===== src/rtl/execute_muldiv_pkg.sv =====
// Shared types for the iterative RV32M multiply/divide unit.
// Optional early-out divide is enabled by defining EXECUTE_MULDIV_EARLY_OUT_EN.
package execute_muldiv_pkg;

  localparam logic [6:0] FUNCT7_MULDIV = 7'b0000001;

  typedef enum logic [2:0] {
    OP_MUL    = 3'b000,
    OP_MULH   = 3'b001,
    OP_MULHSU = 3'b010,
    OP_MULHU  = 3'b011,
    OP_DIV    = 3'b100,
    OP_DIVU   = 3'b101,
    OP_REM    = 3'b110,
    OP_REMU   = 3'b111
  } muldiv_op_e;

  typedef enum logic [1:0] {
    IDLE,
    CALC,
    FIX,
    DONE
  } muldiv_state_e;

  function automatic logic op_is_div(input muldiv_op_e op);
    return op[2];
  endfunction

endpackage


===== src/rtl/execute_muldiv_step.sv =====
// One iteration of the multiply/divide datapath: BITS_PER_CYC shift-add or
// restoring-subtract bits on a {hi, lo} 2*XLEN accumulator.
module execute_muldiv_step #(
  parameter int XLEN         = 32,
  parameter int BITS_PER_CYC = 1
) (
  input  logic              i_is_div,
  input  logic [2*XLEN-1:0] i_acc,
  input  logic [XLEN-1:0]   i_opnd,
  output logic [2*XLEN-1:0] o_acc
);

  logic [2*XLEN-1:0] w_acc;
  logic [XLEN:0]     w_tmp;
  logic [XLEN:0]     w_sum;

  // Multiply: hi accumulates the multiplicand, lo holds the unretired multiplier bits.
  // Divide: hi is the partial remainder, lo shifts the dividend out and quotient in.
  always_comb begin
    w_acc = i_acc;
    w_tmp = '0;
    w_sum = '0;
    for (int k = 0; k < BITS_PER_CYC; k++) begin
      if (i_is_div) begin
        w_tmp = {w_acc[2*XLEN-1:XLEN], w_acc[XLEN-1]};
        w_acc[XLEN-1:0] = {w_acc[XLEN-2:0], 1'b0};
        if (w_tmp >= {1'b0, i_opnd}) begin
          w_acc[2*XLEN-1:XLEN] = w_tmp[XLEN-1:0] - i_opnd;
          w_acc[0] = 1'b1;
        end else begin
          w_acc[2*XLEN-1:XLEN] = w_tmp[XLEN-1:0];
        end
      end else begin
        w_sum = {1'b0, w_acc[2*XLEN-1:XLEN]} + (w_acc[0] ? {1'b0, i_opnd} : '0);
        w_acc = {w_sum, w_acc[XLEN-1:1]};
      end
    end
    o_acc = w_acc;
  end

endmodule


===== src/rtl/execute_muldiv.sv =====
// Iterative RV32M multiply/divide unit; one op at a time, result pulsed for one cycle.
// Define EXECUTE_MULDIV_EARLY_OUT_EN to finish divides with |dividend| < |divisor| at once.
module execute_muldiv
  import execute_muldiv_pkg::*;
#(
  parameter int XLEN         = 32,
  parameter int BITS_PER_CYC = 1
) (
  input  logic            clk,
  input  logic            rst,
  input  logic            id_valid,
  input  logic [2:0]      id_funct3,
  input  logic [XLEN-1:0] id_dat_a,
  input  logic [XLEN-1:0] id_dat_b,
  input  logic [4:0]      id_dst,
  input  logic            ex_flush,
  output logic            ex_stall,
  output logic            ma_valid,
  output logic [XLEN-1:0] ma_dat,
  output logic [4:0]      ma_dst
);

  localparam int N     = XLEN / BITS_PER_CYC;
  localparam int CNT_W = $clog2(N);

  muldiv_state_e     r_state;
  logic [CNT_W-1:0]  r_cnt;
  logic [2*XLEN-1:0] r_acc;
  logic [XLEN-1:0]   r_opnd;
  logic [2:0]        r_f3;
  logic [4:0]        r_dst;
  logic              r_neg_res;
  logic              r_neg_rem;
  logic [XLEN-1:0]   r_ma_dat;
  logic [4:0]        r_ma_dst;

  muldiv_op_e        w_op;
  logic              w_is_div;
  logic              w_a_signed;
  logic              w_b_signed;
  logic              w_neg_a;
  logic              w_neg_b;
  logic [XLEN-1:0]   w_mag_a;
  logic [XLEN-1:0]   w_mag_b;
  logic              w_div_zero;
  logic              w_ovf;
  logic              w_early;
  logic              w_special;
  logic [XLEN-1:0]   w_spec_res;
  logic [2*XLEN-1:0] w_step_acc;
  logic [2*XLEN-1:0] w_prod;
  logic [XLEN-1:0]   w_quo;
  logic [XLEN-1:0]   w_rem;
  logic [XLEN-1:0]   w_fix_res;

  assign w_op       = muldiv_op_e'(id_funct3);
  assign w_is_div   = op_is_div(w_op);
  assign w_a_signed = (w_op == OP_MULH) | (w_op == OP_MULHSU) | (w_op == OP_DIV) | (w_op == OP_REM);
  assign w_b_signed = (w_op == OP_MULH) | (w_op == OP_DIV) | (w_op == OP_REM);
  assign w_neg_a    = w_a_signed & id_dat_a[XLEN-1];
  assign w_neg_b    = w_b_signed & id_dat_b[XLEN-1];
  assign w_mag_a    = w_neg_a ? -id_dat_a : id_dat_a;
  assign w_mag_b    = w_neg_b ? -id_dat_b : id_dat_b;

  assign w_div_zero = w_is_div & (id_dat_b == '0);
  assign w_ovf      = ((w_op == OP_DIV) | (w_op == OP_REM)) &
                      (id_dat_a == {1'b1, {(XLEN-1){1'b0}}}) & (id_dat_b == '1);
`ifdef EXECUTE_MULDIV_EARLY_OUT_EN
  assign w_early    = w_is_div & (id_dat_b != '0) & (w_mag_a < w_mag_b);
`else
  assign w_early    = 1'b0;
`endif
  assign w_special  = w_div_zero | w_ovf | w_early;

  // funct3[1] separates REM/REMU from DIV/DIVU on the special path.
  always_comb begin
    w_spec_res = '0;
    if (w_div_zero) begin
      w_spec_res = id_funct3[1] ? id_dat_a : '1;
    end else if (w_ovf) begin
      w_spec_res = id_funct3[1] ? '0 : id_dat_a;
    end else if (w_early) begin
      w_spec_res = id_funct3[1] ? id_dat_a : '0;
    end
  end

  execute_muldiv_step #(
    .XLEN         (XLEN),
    .BITS_PER_CYC (BITS_PER_CYC)
  ) u_step (
    .i_is_div (r_f3[2]),
    .i_acc    (r_acc),
    .i_opnd   (r_opnd),
    .o_acc    (w_step_acc)
  );

  assign w_prod    = r_neg_res ? -r_acc : r_acc;
  assign w_quo     = r_neg_res ? -r_acc[XLEN-1:0] : r_acc[XLEN-1:0];
  assign w_rem     = r_neg_rem ? -r_acc[2*XLEN-1:XLEN] : r_acc[2*XLEN-1:XLEN];
  assign w_fix_res = r_f3[2] ? (r_f3[1] ? w_rem : w_quo)
                             : ((r_f3[1:0] == 2'b00) ? w_prod[XLEN-1:0] : w_prod[2*XLEN-1:XLEN]);

  always_ff @(posedge clk or posedge rst) begin
    if (rst) begin
      r_state   <= IDLE;
      r_cnt     <= '0;
      r_acc     <= '0;
      r_opnd    <= '0;
      r_f3      <= '0;
      r_dst     <= '0;
      r_neg_res <= 1'b0;
      r_neg_rem <= 1'b0;
      r_ma_dat  <= '0;
      r_ma_dst  <= '0;
    end else if (ex_flush) begin
      r_state <= IDLE;
      r_cnt   <= '0;
    end else begin
      case (r_state)
        IDLE: begin
          if (id_valid) begin
            r_f3      <= id_funct3;
            r_dst     <= id_dst;
            r_neg_res <= w_neg_a ^ w_neg_b;
            r_neg_rem <= w_neg_a;
            r_acc     <= {{XLEN{1'b0}}, (w_is_div ? w_mag_a : w_mag_b)};
            r_opnd    <= w_is_div ? w_mag_b : w_mag_a;
            r_cnt     <= '0;
            if (w_special) begin
              r_ma_dat <= w_spec_res;
              r_ma_dst <= id_dst;
              r_state  <= DONE;
            end else begin
              r_state  <= CALC;
            end
          end
        end
        CALC: begin
          r_acc <= w_step_acc;
          if (r_cnt == CNT_W'(N-1)) begin
            r_cnt   <= '0;
            r_state <= FIX;
          end else begin
            r_cnt <= r_cnt + CNT_W'(1);
          end
        end
        FIX: begin
          r_ma_dat <= w_fix_res;
          r_ma_dst <= r_dst;
          r_state  <= DONE;
        end
        DONE:    r_state <= IDLE;
        default: r_state <= IDLE;
      endcase
    end
  end

  // A flush landing in DONE kills the pulse in the same cycle.
  assign ma_valid = (r_state == DONE) & ~ex_flush;
  assign ma_dat   = r_ma_dat;
  assign ma_dst   = r_ma_dst;
  assign ex_stall = ~rst & (((r_state == IDLE) & id_valid) | (r_state == CALC) | (r_state == FIX));

endmodule


===== config.mk =====
export PLATFORM = sky130hd
export DESIGN_NAME = execute_muldiv
export DESIGN_NICKNAME = d
export VERILOG_FILES = /design/src/rtl/execute_muldiv_pkg.sv /design/src/rtl/execute_muldiv_step.sv /design/src/rtl/execute_muldiv.sv
export SDC_FILE = /design/constraint.sdc
export NUM_CORES = 1
export LEC_CHECK = 0
export CORE_AREA = 8 8 262 264
export DETAILED_ROUTE_END_ITERATION = 7
export DIE_AREA = 0 0 270 272
export PLACE_DENSITY = 0.49
export SLEW_MARGIN = 20
export SYNTH_ARGS = -nofsm -noshare
export SYNTH_HDL_FRONTEND = slang
export SYNTH_SLANG_ARGS = --single-unit

===== constraint.sdc =====
create_clock -name clk -period 4.75 [get_ports clk]
set_input_delay 0.7125 -clock clk [delete_from_list [all_inputs] [get_ports clk]]
set_output_delay 0.7125 -clock clk [all_outputs]
set_load 0.1 [all_outputs]

After elaboration in Yosys (flattened, before gate mapping):

Index checks and enable logic that the tools add are counted.

* bits of input ports: 76
* bits in read-only memories: 0
* memories kept: 0
* RAM bits: 0
* register bits after elaboration: 150
* output and inout bits: 39
* bits in latches: 0

* equal/unequal tests: 14
* bitwise gates (word level): 20
* add/subtract/negate cells: 8
* reduce and logical (&&, ||, !) cells: 11
* multiply operators: 0
* shift operators: 0
* divide/modulo/power cells: 0
* order comparisons: 1
* multiplexer cells: 35

Operator list (count)
* two-way mux 32 bit: 17
* two-way mux 64 bit: 3
* negator 32 bit: 4
* one-hot mux 64 bit (2 select lines): 1
* == test 32 bit, second input constant: 2
* negator 64 bit: 1
* one-hot mux 32 bit (2 select lines): 1
* adder 32 x 33 -> 33 bit: 1
* greater-or-equal comparator 33 x 32 -> 1 bit: 1
* zero test 32 bit: 1
* subtractor 32 bit: 1
* two-way mux 5 bit: 5
* one-hot mux 5 bit (2 select lines): 2
* OR 1 bit: 9
* bitwise AND 1 bit: 8
* two-way mux 2 bit: 4
* one-hot mux 2 bit (4 select lines): 1
* == test 3 bit, second input constant: 2
* inequality test 3 bit, second input constant: 2
* AND reduction 3 bit: 2
* adder 5 x 1 -> 5 bit, second input constant: 1
* == test 5 bit, second input constant: 1
* == test 2 bit, second input constant: 2
* zero test 2 bit: 2
* 11 further kinds: 15

Logic depth before layout (Yosys ltp):

Gate-level depths: netlist (run 1).

* word-level depth: 9
* mapped depth: 14
* gate-level depth less buffers: 13

Modules after synthesis:

Synthesis (run 1) repeated with hierarchy kept, for this count alone.

* cell total of the unflattened synthesis: 2159
* area total of the unflattened synthesis: 16537.1 um^2

By module, submodules not included
* execute_muldiv: times used 1, cells an instance 1488, area each 11838.9 um^2, seq. area each 3753.6 um^2
* execute_muldiv_step: times used 1, cells an instance 671, area each 4698.3 um^2, seq. area each 0.0 um^2

Least setup slack after synthesis (run 1):

Ideal clock, no wire load.

* kind: register to output
* from: reg r_state[1]
* to: out ex_stall
* setup slack: 1347 ps
* buffers on the path: 3
* arrival time: 2690 ps
* stages on the path, launching flop included: 8
* data required time: 4038 ps
* cell sequence: dfrtp_1 inv_1 ha_1 clkbuf_1 clkbuf_1 clkbuf_1 a211oi_1 nor2_1

* longest elaborated chain between the ends: 5
* elaborated cells between the ends (all ways): 7

Ends and longest elaborated chain
* start, declared: RTL line execute_muldiv.sv:26 `muldiv_state_e r_state;`
* start signal, assigned: RTL line execute_muldiv.sv:105 `r_state <= IDLE;`
* start signal, assigned: RTL line execute_muldiv.sv:116 `r_state <= IDLE;`
* start signal, assigned: RTL line execute_muldiv.sv:132 `r_state <= DONE;`
* zero test 2 bit: RTL line execute_muldiv.sv:162 `assign ex_stall = ~rst & (((r_state == IDLE) & id_valid) | (r_state == CALC) | (r_state == FIX));`
* bitwise AND 1 bit: RTL line execute_muldiv.sv:162
* OR 1 bit: RTL line execute_muldiv.sv:162
* OR 1 bit *: RTL line execute_muldiv.sv:162
* bitwise AND 1 bit *: RTL line execute_muldiv.sv:162
* end, declared: RTL line execute_muldiv.sv:17 `output logic ex_stall,`

Every way passes the cells marked *; elsewhere a longest branch is shown, timed or not.

Worst setup path after layout (run 1):

* from: reg r_acc[0]
* to: reg r_acc[60]

* longest elaborated chain between the ends: 4

Ends and longest elaborated chain
* start, declared: RTL line execute_muldiv.sv:28 `logic [2*XLEN-1:0] r_acc;`
* start signal, assigned: RTL line execute_muldiv.sv:126 `r_acc <= {{XLEN{1'b0}}, (w_is_div ? w_mag_a : w_mag_b)};`
* start signal, assigned: RTL line execute_muldiv.sv:139 `r_acc <= w_step_acc;`
* two-way mux 32 bit: RTL line execute_muldiv_step.sv:34 `w_sum = {1'b0, w_acc[2*XLEN-1:XLEN]} + (w_acc[0] ? {1'b0, i_opnd} : '0);`
* adder 32 x 33 -> 33 bit: RTL line execute_muldiv_step.sv:34
* two-way mux 64 bit: RTL line execute_muldiv_step.sv:24 `if (i_is_div) begin`
* one-hot mux 64 bit (2 select lines): RTL line execute_muldiv.sv:119 `case (r_state)`

No other way between the ends.
A chain may end at the register's enable or synchronous reset.

==> results of run 1 <==
power breakdown:
group,total [mW],switching (mW),internal [mW]
clock,1.37,0.672,0.698
sequential,2.74,0.894,1.84
combinational,11.4,7.42,4.01
total,15.5,8.99,6.56
area by class of cell:
class / instances / area (sq um)
multi-input combinational: 1684 / 11200
fill: 6937 / 46300
tap: 864 / 1080
inverter: 80 / 305
clock buffer: 19 / 443
clock inverter: 13 / 116
timing repair buffer: 174 / 1620
sequential: 150 / 3760
layer usage:
metal | vias to the layer above | track usage (%)
met5 | - | 0
met3 | 112 | 3.95
met4 | 0 | 6.78
met1 | 7983 | 24.2
met2 | 575 | 28.3
li1 | 7595 | -
worst max path at each step:
stage | slack [ns] | endpoint | startpoint
after CTS | 0.56 | r_acc[60] | r_acc[0]
after global routing | 0.32 | r_acc[60] | r_acc[0]
after floorplan | 0.001 | ma_dat[0] | rst
after detailed placement | 0.62 | r_acc[60] | r_acc[0]
final | 0.46 | r_acc[60] | r_acc[0]
after global placement | 0.31 | r_acc[60] | r_acc[0]
critical path, delay by kind of cell, from the launching register on:
family                     cells  cell delay (ns)
xor gates and xnor gates       1             0.17
buffers and inverters          3             0.92
and+or+nand+nor                4             0.64
adders and majority gates      1             0.45
DFF                            1             0.46
AOI/OAI and AO/OA              4             1.53
sequential cells by signal (all words and copies together), names as in the netlist:
signal	flops
ma_dat	32
ma_dst	5
r_acc	64
r_cnt	5
r_dst	5
r_f3	3
r_neg_rem	1
r_neg_res	1
r_opnd	32
r_state	2
cells in the final DEF, fill, tap and decap left out, types with 13 or more instances in the layout:
cell,instances
a22oi_1,18
nand3_1,32
o21ai_1,58
nand2_1,208
or4_1,13
o211ai_1,22
mux2i_1,33
inv_1,78
o41ai_1,14
or3_1,29
a21oi_1,151
xor2_1,97
xnor2_1,95
o21ai_0,160
buf_4,60
nand2b_1,16
and2_1,19
clkdlybuf4s50_1,111
ha_1,73
mux2_2,50
nor3_1,23
a211oi_1,44
nor2b_1,14
nand4_1,28
o31ai_1,40
dfrtp_1,148
a31oi_1,32
nor2_1,187
a21o_1,26
clkbuf_16,17
cells by family after synthesis:
kind of cell             Yosys count  share of synthesized area [%]
AND/OR/NAND/NOR                  633                           19.4
adder cells (fa/ha/maj)           77                           6.15
XOR/XNOR                         192                           10.6
AO/OA/AOI/OAI                    698                           28.6
buffers and inverters            224                           6.08
multiplexers                      84                           5.68
flip-flops                       150                           23.6
metrics by stage:
step / utilization, % / std cells / worst slack (ns) / hold WS (ns) / cell area (sq um)
floorplan: - / 2058 / 0.00111 / 0.443 / 15900
global placement: 27.7 / 2952 / 0.306 / 0.468 / 18000
detailed placement: 27.7 / 2952 / 0.620 / 0.470 / 18000
CTS: 28.6 / 2984 / 0.559 / 0.486 / 18500
global route: 28.6 / 2984 / 0.319 / 0.511 / 18500
finish: 28.6 / 2984 / 0.463 / 0.479 / 18500
==> impl_metrics.env, run 1 <==
export IMPL_vias=16300
export IMPL_ys_seq_area_share_pct=23.6
export IMPL_drv_slew=0
export IMPL_hold_path_class="reg -> reg"
export IMPL_synth_area_leader_cell="dfrtp_1"
export IMPL_cpMaxStageDelayCell="a2111oi_1"
export IMPL_htree_num_levels=4
export IMPL_die_h_um=272
export IMPL_post_cts_setup_buffer_count=0
export IMPL_synthTopCellsByCount="208 x nand2_1, 188 x nor2_1, 160 x o21ai_0"
export IMPL_synthesis_nets=2211
export IMPL_clk_pin_slew_ns=0.08
export IMPL_cp_required_ns=5.13
export IMPL_grt_overflow=0
export IMPL_ir_drop_mv=0.440
export IMPL_timing_fmax_mhz=233
export IMPL_yosysMostFrequentCell="nand2_1"
export IMPL_rows=94
export IMPL_netlist_area_leader_share_pct=23.6
export IMPL_cts_buffer_depth=2
export IMPL_route_met2_wl_mm=30.6
export IMPL_critPathMaxStageDelay_ns=0.97
export IMPL_critPathLaunchType="flop"
export IMPL_grt_total_usage_pct=18.1
export IMPL_antenna_found_initial=0
export IMPL_slew_limit_headroom_pct=26.5
export IMPL_grt_pass1_wl_mm=102
export IMPL_p_total_mw=15.5
export IMPL_wl_per_cell_um=23.1
export IMPL_min_to="r_opnd[19]"
export IMPL_hold_viol_final=0
export IMPL_yosys_warnings=0
export IMPL_rsz0062_at_grt="no"
export IMPL_ctsResizeCount=0
export IMPL_detail_route_iter0_violations=1460
export IMPL_arrival_ns=4.67
export IMPL_worstMarginPinSlew_ns=1.10
export IMPL_gp_congestion=0.911
export IMPL_min_delay_path_depth=2
export IMPL_cts_sinks=150
export IMPL_regToRegEndpoint="r_acc[60]"
export IMPL_synth_main_ff_cell="dfrtp_1"
export IMPL_crit_fanout=18
export IMPL_cts_hold_buf=0
export IMPL_regToRegSetupSlack_ns=0.46
export IMPL_fin_nets=2260
export IMPL_fin_crit_ns=4.29
export IMPL_cts_buffers=17
export IMPL_cellPowerDensity_nw_per_um2=839
export IMPL_drt_pass1_iterations=5
export IMPL_synth_area_sq_um=15900
export IMPL_async_flop_share_pct=100
export IMPL_path_cells="inv_1 > buf_4 > nor2_1 > ha_1 > and3_1 > nand4_1 > a2111oi_1 > a211oi_1 > buf_4 > o21ai_0 > xor2_1 > nor2_1 > o32ai_1"
export IMPL_hold_start="r_opnd[19]"
export IMPL_grt_max_degree=108
export IMPL_drive_gt1_share_pct=9.95
export IMPL_cts_root_buffer="clkbuf_16"
export IMPL_syn_area_per_cell_sq_um=7.73
export IMPL_status="finished clean"
export IMPL_n_antenna_cell=0
export IMPL_synth_cells=2058
export IMPL_grt_pass1_vias=15600
export IMPL_ant_nets=0
export IMPL_critPathKind="reg -> reg"
export IMPL_drv_cap=0
export IMPL_core_area_sq_um=64800
export IMPL_post_route_period_util_pct=90.3
export IMPL_routed_wl_mm=68.8
export IMPL_vias_per_cell=5.45
export IMPL_met1_length_mm=31.0
export IMPL_reg2regPathDepth=13
export IMPL_route_met3_wl_mm=4.58
export IMPL_end_kind="flop"
export IMPL_drc=0
export IMPL_start_util_pct=24.6
export IMPL_skew_ns=0.0152
export IMPL_ys_ff_latch=150
export IMPL_synth_cell_types=92
export IMPL_dieArea_sq_um=73400
export IMPL_yosys_top_cells_area="dfrtp_1 24%, ha_1 5.9%, xor2_1 5.3%"
export IMPL_r2r_start="r_acc[0]"
export IMPL_numPortBuffers=114
export IMPL_syn2layout_area_growth_pct=16.5
export IMPL_synth_edf_count=0
export IMPL_routed_top_layer="met4"
export IMPL_p_leak_nw=7.45
export IMPL_tns_ns=0
export IMPL_ioPinCount=115
export IMPL_clock_latency_ns=0.49
export IMPL_hpwl_mm=54.1
export IMPL_cts_tree="built"
export IMPL_setup_viol=0
export IMPL_dieWidth_um=270
Power figures use the tool's default switching activity.
==> inputs of run 2 (changes only) <==
--- a/config.mk
+++ b/config.mk
@@ -5,10 +5,10 @@
 export SDC_FILE = /design/constraint.sdc
 export NUM_CORES = 1
 export LEC_CHECK = 0
-export CORE_AREA = 8 8 262 264
+export CORE_AREA = 2 2 174 176
 export DETAILED_ROUTE_END_ITERATION = 7
-export DIE_AREA = 0 0 270 272
-export PLACE_DENSITY = 0.49
+export DIE_AREA = 0 0 176 178
+export PLACE_DENSITY = 0.81
 export SLEW_MARGIN = 20
 export SYNTH_ARGS = -nofsm -noshare
 export SYNTH_HDL_FRONTEND = slang
==> constraint.sdc (replaced) <==
create_clock -name clk -period 5 [get_ports clk]
set_input_delay 0.75 -clock clk [delete_from_list [all_inputs] [get_ports clk]]
set_output_delay 0.75 -clock clk [all_outputs]
set_load 0.1 [all_outputs]
==> impl_metrics.env, run 2 (synthesis results as in run 1) <==
export IMPL_status="finished clean"
export IMPL_syn2layout_area_growth_pct=11.5
export IMPL_nFillCells=2598
export IMPL_routed_wl_mm=57.4
export IMPL_htree_num_levels=4
export IMPL_hold_path_class="reg -> reg"
export IMPL_rows=63
export IMPL_utilization_pct=60.4
export IMPL_fin_crit_ns=4.51
export IMPL_clock_latency_ns=0.46
export IMPL_critPathLaunchType="flop"
export IMPL_ir_drop_mv=0.533
export IMPL_hold_viol_final=0
export IMPL_timing_fmax_mhz=222
export IMPL_drive_gt1_share_pct=8.65
export IMPL_clk_pin_slew_ns=0.07
export IMPL_crit_fanout=19
export IMPL_dieArea_sq_um=31300
export IMPL_layout_common_cells="208 x nand2_1, 188 x nor2_1, 160 x o21ai_0"
export IMPL_cellPowerDensity_nw_per_um2=821
export IMPL_worstMarginPinSlew_ns=1.26
export IMPL_skew_ns=0.0140
export IMPL_drv_cap=0
export IMPL_drv_slew=0
export IMPL_end_kind="flop"
export IMPL_detail_route_iter0_violations=2150
export IMPL_critPathKind="reg -> reg"
export IMPL_cts_sinks=150
export IMPL_grt_max_degree=106
export IMPL_die_h_um=178
export IMPL_critical_path_top_delay_family="compound AO/OA/AOI/OAI gates"
export IMPL_regMostFlops="r_acc"
export IMPL_cpMaxStageDelayCell="a2111oi_0"
export IMPL_arrival_ns=4.84
export IMPL_rsz0062_at_grt="no"
export IMPL_cts_tree="built"
export IMPL_ioPinCount=115
export IMPL_critPathMaxStageDelay_ns=0.89
export IMPL_start_util_pct=54.1
export IMPL_ctsResizeCount=0
export IMPL_grt_pass1_vias=15300
export IMPL_crit_buf_inv=1
export IMPL_antenna_found_initial=3
export IMPL_gp_congestion=1.04
export IMPL_p_leak_nw=7.31
export IMPL_cts_buffers=17
export IMPL_grt_pass1_wl_mm=87.7
export IMPL_tns_ns=0
export IMPL_cts_buffer_depth=2
export IMPL_vias_per_cell=6.77
export IMPL_grt_overflow=0
export IMPL_wl_per_cell_um=23.1
export IMPL_dieWidth_um=176
export IMPL_grt_total_usage_pct=36.1
export IMPL_fin_nets=2232
export IMPL_regToRegSetupSlack_ns=0.49
export IMPL_drt_pass1_iterations=8
export IMPL_cts_hold_buf=0
export IMPL_setup_viol=0
export IMPL_ant_nets=0
export IMPL_slew_limit_headroom_pct=15.0
export IMPL_core_area_sq_um=29400
export IMPL_hpwl_mm=43.6
export IMPL_post_cts_setup_buffer_count=0
export IMPL_cp_required_ns=5.33
export IMPL_layout_commonest_cell="nand2_1"
export IMPL_post_route_period_util_pct=90.3
export IMPL_path_cells="inv_1 > nor2_1 > ha_1 > a21o_1 > a2111oi_0 > a2111oi_0 > a211oi_1 > mux2i_1 > a21oi_1 > a211oi_1 > o21ai_1"
export IMPL_vias=16800
export IMPL_largest_reg_flops=64
export IMPL_drc=0
export IMPL_cts_root_buffer="clkbuf_16"
export IMPL_numPortBuffers=114
run 2: cell count changes in the layout (fill, tap and decap cells not counted), moves of 2 or more:
cell	previous run	this run
bufinv_16	0	2
buf_4	60	32
buf_12	3	1
diode_2	0	2
clkinvlp_4	2	4
run 2: tightest hold or removal path, cell delays in order (launching register included):
cell and delay (ns):
dfrtp_1 0.34, nand2_1 0.04, o21ai_0 0.06
run 2: final timing paths:
path,endpoint,from,depth (start not counted)
max in group asynchronous,r_acc[33],rst,3
max reg2reg,r_acc[62],r_acc[0],11
min reg2reg,r_opnd[6],r_opnd[6],2
min,r_opnd[6],r_opnd[6],2
max,r_acc[62],r_acc[0],11
min in group asynchronous,ma_dst[3],rst,2
run 2: power by group:
part	internal, mW	switching [mW]
clock network	0.762	0.611
logic	3.68	6.81
registers	1.76	0.949
run 2: stage by stage:
| stage | instance area [sq um] | worst slack [ns] | hold WS (ns) | std cells | total power, mW |
|---|---|---|---|---|---|
| floorplan | 15900 | 0.214 | 0.443 | 2058 | 10.1 |
| global placement | 17100 | 0.672 | 0.463 | 2450 | 12.6 |
| detailed placement | 17100 | 0.676 | 0.472 | 2450 | 12.8 |
| CTS | 17700 | 0.649 | 0.486 | 2482 | 14.2 |
| global route | 17700 | 0.262 | 0.497 | 2483 | 15.4 |
| finish | 17700 | 0.487 | 0.481 | 2484 | 14.6 |
run 2: per-layer routing:
layer  wire length, um  track usage [%]  vias up
li1                  -                -     7553
met3              7030             9.95      202
met4              3090             19.0        2
met1             22700             47.8     7935
met2             24500             53.7     1124
met5                13                0        -
run 2: final cells by class:
class | instances | area, sq um | share of cell area (%)
multi-input combinational | 1684 | 11200 | 63.1
sequential | 150 | 3760 | 21.2
timing repair buffer | 146 | 1390 | 7.81
tap | 390 | 488 | 2.75
clock buffer | 18 | 439 | 2.47
inverter | 80 | 305 | 1.72
clock inverter | 14 | 161 | 0.909
antenna | 2 | 5.00 | 0.0282
